<file path="config.mk">
export PLATFORM = sky130hd
export DESIGN_NAME = alu_nibble_sequencer
export DESIGN_NICKNAME = d
export VERILOG_FILES = /design/src/rtl/alu_nibble_sequencer.sv
export SDC_FILE = /design/constraint.sdc
export NUM_CORES = 1
export LEC_CHECK = 0
export CELL_PAD_IN_SITES_DETAIL_PLACEMENT = 2
export CELL_PAD_IN_SITES_GLOBAL_PLACEMENT = 2
export CORE_ASPECT_RATIO = 0.6
export CORE_MARGIN = 10
export CORE_UTILIZATION = 35
export DETAILED_ROUTE_END_ITERATION = 6
export PLACE_DENSITY_LB_ADDON = 0.12
export RECOVER_POWER = 100
export SYNTH_ARGS = -nofsm -noshare
export SYNTH_HDL_FRONTEND = slang
export SYNTH_SLANG_ARGS = --single-unit
</file>
<file path="constraint.sdc">
create_clock -name clk -period 4.5 [get_ports clk]
set_input_delay 0.45 -clock clk [delete_from_list [all_inputs] [get_ports clk]]
set_output_delay 0.45 -clock clk [all_outputs]
set_load 0.02 [all_outputs]
</file>
<file path="src/rtl/alu_nibble_sequencer.sv">
// Nibble-serial sequencer for a shared 4-bit ALU: latches wide operands,
// walks the nibbles LSB-first chaining carry, then pulses done.
//
// Ports:
//   clk, reset        rising-edge clock, asynchronous active-high reset
//   start, op, cin    request, ALU op select, carry-in for nibble 0
//   opa, opb          wide operands (W = 4*NIBBLES), latched on accept
//   busy, done        RUN indicator, one-cycle completion pulse
//   result, cout_o    assembled result and final carry, held until next accept
//   alu_a/b/c/cin     drive to the external 4-bit ALU
//   alu_out, alu_cout combinational ALU response
module alu_nibble_sequencer #(
    parameter int NIBBLES = 4
) (
    input  logic                 clk,
    input  logic                 reset,
    input  logic                 start,
    input  logic [1:0]           op,
    input  logic                 cin,
    input  logic [4*NIBBLES-1:0] opa,
    input  logic [4*NIBBLES-1:0] opb,
    output logic                 busy,
    output logic                 done,
    output logic [4*NIBBLES-1:0] result,
    output logic                 cout_o,
    output logic [3:0]           alu_a,
    output logic [3:0]           alu_b,
    output logic [1:0]           alu_c,
    output logic                 alu_cin,
    input  logic [3:0]           alu_out,
    input  logic                 alu_cout
);

    localparam int W  = 4 * NIBBLES;
    localparam int IW = $clog2(NIBBLES);
    localparam logic [IW-1:0] LAST = IW'(NIBBLES - 1);

    typedef enum logic [1:0] {
        S_IDLE,
        S_RUN,
        S_DONE
    } state_t;

    state_t          state_q, state_d;
    logic [IW-1:0]   idx_q, idx_d;
    logic            carry_q, carry_d;
    logic [W-1:0]    opa_q, opa_d;
    logic [W-1:0]    opb_q, opb_d;
    logic [1:0]      op_q, op_d;
    logic [W-1:0]    result_q, result_d;
    logic            cout_q, cout_d;

    // Bit offset of the active nibble.
    logic [IW+1:0]   base;
    assign base = {idx_q, 2'b00};

    // State register and datapath flops.
    always_ff @(posedge clk or posedge reset) begin
        if (reset) begin
            state_q  <= S_IDLE;
            idx_q    <= '0;
            carry_q  <= 1'b0;
            opa_q    <= '0;
            opb_q    <= '0;
            op_q     <= '0;
            result_q <= '0;
            cout_q   <= 1'b0;
        end else begin
            state_q  <= state_d;
            idx_q    <= idx_d;
            carry_q  <= carry_d;
            opa_q    <= opa_d;
            opb_q    <= opb_d;
            op_q     <= op_d;
            result_q <= result_d;
            cout_q   <= cout_d;
        end
    end

    // Next-state logic.
    always_comb begin
        state_d = state_q;
        unique case (state_q)
            S_IDLE:  if (start) state_d = S_RUN;
            S_RUN:   if (idx_q == LAST) state_d = S_DONE;
            S_DONE:  state_d = S_IDLE;
            default: state_d = S_IDLE;
        endcase
    end

    // Datapath next values.
    always_comb begin
        idx_d    = idx_q;
        carry_d  = carry_q;
        opa_d    = opa_q;
        opb_d    = opb_q;
        op_d     = op_q;
        result_d = result_q;
        cout_d   = cout_q;
        unique case (state_q)
            S_IDLE: begin
                if (start) begin
                    opa_d    = opa;
                    opb_d    = opb;
                    op_d     = op;
                    carry_d  = cin;
                    idx_d    = '0;
                    result_d = '0;
                end
            end
            S_RUN: begin
                result_d[base +: 4] = alu_out;
                carry_d             = alu_cout;
                if (idx_q == LAST) begin
                    idx_d  = '0;
                    cout_d = alu_cout;
                end else begin
                    idx_d = idx_q + 1'b1;
                end
            end
            default: ;
        endcase
    end

    // Outputs; the ALU sees zeros outside RUN so it stays quiet.
    always_comb begin
        busy    = (state_q == S_RUN);
        done    = (state_q == S_DONE);
        result  = result_q;
        cout_o  = cout_q;
        alu_c   = op_q;
        alu_a   = 4'h0;
        alu_b   = 4'h0;
        alu_cin = 1'b0;
        if (state_q == S_RUN) begin
            alu_a   = opa_q[base +: 4];
            alu_b   = opb_q[base +: 4];
            alu_cin = carry_q;
        end
    end

endmodule

</file>
==> metrics.md <==
| Metric | Value |
|---|---|
| Die width | `132 um` |
| Area after DPL | `3420 um2` |
| Via count | `1704` |
| Fin crit period | `about 3.0 ns` |
| Reg area | `1400 um2` |
| Area growth, synth to finish | `32.4%` |
| CTS Sinks | `56` |
| Initial DRC count | `91` |
| CTS Buffer Depth | `2` |
| Final hold viol count | `0` |
| Compound-Gate Fraction of Synth Area | `7.62%` |
| Routed wire length | `roughly 6900 um` |
| Multi-input logic area | `slightly above 1000 um2` |
| Postcts setup bufs | `0` |
| DR DRC count | `0` |
| First-pass GRT wire length | `~12000 um` |
| Starting density of the core | `36.2%` |
| Multiplexer share of the synthesized area | `25.8%` |
| # IOs | `73` |
| Peak supply drop | `approximately 240 uV` |
| Critical path required time | `4.05 ns` |
| Fmax | `~330 MHz` |
| Top_reg_cell synth | `dfrtp_1` |
| Top-count cell post-synth | `dfrtp_1` |
| Simple-gate area share of the yosys netlist | `6.85%` |
| Number of fill cells | `728` |
| Share of layout cells above drive strength 1 | `10.5%` |
| Yosys top cell by area | `dfrtp_1` |
| # H-tree levels | `2` |
| Synth Area in XOR/XNOR | `0%` |
| Diode count | `0` |
| Worst Path Arrival | `2.60 ns` |
| Detail Route Antenna Nets | `0` |
| Startpoint Class | `flop` |
| Violated checks | `max-capacitance violations, max-slew violations` |
| Post-Syn Area | `2630 um2` |
| Drt wl/cell | `between 15 and 20 um` |
| Least-Margin Pin Slew | `2.06 ns` |
| Worst Hold Class | `reg2reg` |
| Core area | `7270 um2` |
| Via-to-Cell Ratio | `4.85` |
| Fin crit share | `67.7%` |
| Largest net degree at the start of global routing | `57` |
| Adder-Cell Fraction of Synth Area | `2.86%` |
| Largest family of logic cells by synthesized area | `multiplexers` |
| Syn_nets | `223` |
| Share of the yosys chip area belonging to registers | `a little over half` |
| Port Buf Inserts | `72` |
| Netlist cell types | `27` |
| Fraction of registers with async set or reset after synthesis | `100%` |
| HPWL Detailed | `5060 um` |
| Unrepaired setup endpoints after global routing | `no` |
| # nets final | `295` |
| Outcome | `complete, but fails checks` |
| Clk pin slew, worst setup/hold paths | `0.07 ns` |
| TNS Setup | `0 ns` |
| MaxCap Viol Count | `1` |
| CTS buffer count | `5` |
| CP Max Fanout | `17` |
| Post_cts resized | `0` |
| FF+latch count, synth | `56` |
| Post-route cell area | `approximately 3500 um2` |
| Synth area leaders | `dfrtp_1, mux2_4, mux4_2, a22o_1, mux2_2` |
| Kind of critical path | `reg2out` |
| Die Ht | `87.1 um` |
| Clk Tree Root Cell | `clkbuf_16` |
| CTS tree | `built` |
| Vias in the first global route | `2028` |
| GRT Resource Usage Total | `12.9%` |
| Initial antenna violation count | `0` |
| Grt ovf | `0` |
| Leakage power | `1.53 nW` |
| Clk Latency, worst-skew pair | `0.29 ns` |
| Max-slew violation count | `38` |
| Hold slack | `0.486 ns` |
| DRT Pass-1 Iters | `4` |
| Cell Pwr Density | `a little under 700 nW/um2` |
| Post-synth EDFFs | `0` |
| Ys Warns | `0` |
| CP Capture Type | `output pin` |
| Post-CTS Hold Fix Bufs | `0` |
| Site Rows | `24` |
| Syn Inst Count | `174` |
| Placer Congestion | `between 0.7 and 0.8` |
| # setup viols final | `0` |
| Worst Skew | `0.00612 ns` |
| Synth top area share | `53.3%` |
| Syn Area/Cell | `15.1 um2` |
| Worst slew margin relative to its limit | `-37.0%` |
| Synth cell count leaders | `dfrtp_1, mux2_4, a22o_1` |
| DIE AREA | `roughly 11000 um2` |
[through the flow]
| step | power, mW | cells | worst slack (ns) | utilization (%) |
|---|---|---|---|---|
| after floorplan | 1.71 | 174 | 2.56 | - |
| after global placement | 2.11 | 343 | 1.85 | 47.1 |
| after detailed placement | 2.14 | 343 | 1.84 | 47.1 |
| after CTS | 2.61 | 351 | 1.50 | 49.4 |
| after global routing | 2.56 | 351 | 1.29 | 47.9 |
| final | 2.37 | 351 | 1.45 | 47.9 |
[placed cells by master (no fill, tap or decap), drive strengths merged]
cell type      synthesis  final
or3b                   1      1
nand3                  1      1
and2                  10     10
o31ai                  2      2
nand4bb                1      1
or2                    1      1
nand2                  6      6
nor2                   3      3
mux2                  35     35
and3                   2      2
nor4b                  1      1
nor2b                  1      1
clkdlybuf4s50          0     41
clkinvlp               0      1
a221o                  1      1
nand2b                 3      3
o2bb2ai                2      2
mux4                   8      8
bufinv                 0      1
inv                    5      4
clkinv                 0      2
buf                    7      1
ha                     6      6
a21o                   4      4
clkbuf                 2      6
dlygate4sd3            0     31
dfrtp                 56     56
o21ai                  1      1
nor4                   1      1
a22o                  14     14
[logic make-up (layout without fill, tap and decap cells)]
logic type                 Yosys count  after routing
and+or+nand+nor                     31             31
buffers and inverters               14             87
muxes                               43             43
DFF                                 56             56
adders and majority gates            6              6
AOI/OAI and AO/OA                   24             24
[metal layers]
metal	vias up	wire (um)	part of all wire, %	GRT usage, %
met4	0	37	0.53	3.32
met5	-	0	0	0
met3	5	340	4.9	4.55
met1	885	3590	52	17.9
li1	773	-	-	-
met2	41	2970	43	18.7
[flip-flops by register name (all words and copies together) (netlist names)]
signal,cells
opa_q,16
opb_q,16
result,16
alu_c,2
idx_q,2
state_q,2
carry_q,1
cout_o,1
[where the power goes]
| part | switching [mW] | internal (mW) | total [mW] | leakage [nW] |
|---|---|---|---|---|
| clock network | 0.174 | 0.262 | 0.436 | 0.0798 |
| registers | 0.182 | 0.721 | 0.903 | 0.693 |
| logic | 0.483 | 0.547 | 1.03 | 0.762 |
[worst paths after layout]
| path | from | end | slack [ns] | cells past startpoint |
|---|---|---|---|---|
| worst min-delay path | opb_q[8] | opb_q[8] | 0.49 | 1 |
| max in group asynchronous | reset | opb_q[14] | 3.21 | 3 |
| worst min register to register | opb_q[8] | opb_q[8] | 0.49 | 1 |
| worst max-delay path | idx_q[0] | alu_b[3] | 1.45 | 3 |
| min in group asynchronous | reset | result[14] | 0.81 | 3 |
| worst max register to register | state_q[1] | opa_q[15] | 1.73 | 3 |
[layout make-up]
type	count	area share, %
flip-flops and latches	56	40.3
multi-input cells	104	29.6
repair buffers	74	21.0
well taps	104	3.74
clock buffers	5	3.60
clock inverters	3	1.22
inverters	5	0.539
[worst max-delay path, stage by stage, from the launching register on]
cell,delay (ns)
dfrtp_1,0.89
mux4_2,0.58
and2_1,0.16
dlygate4sd3_1,0.66
Note: power is estimated with default switching activity, not from simulation.
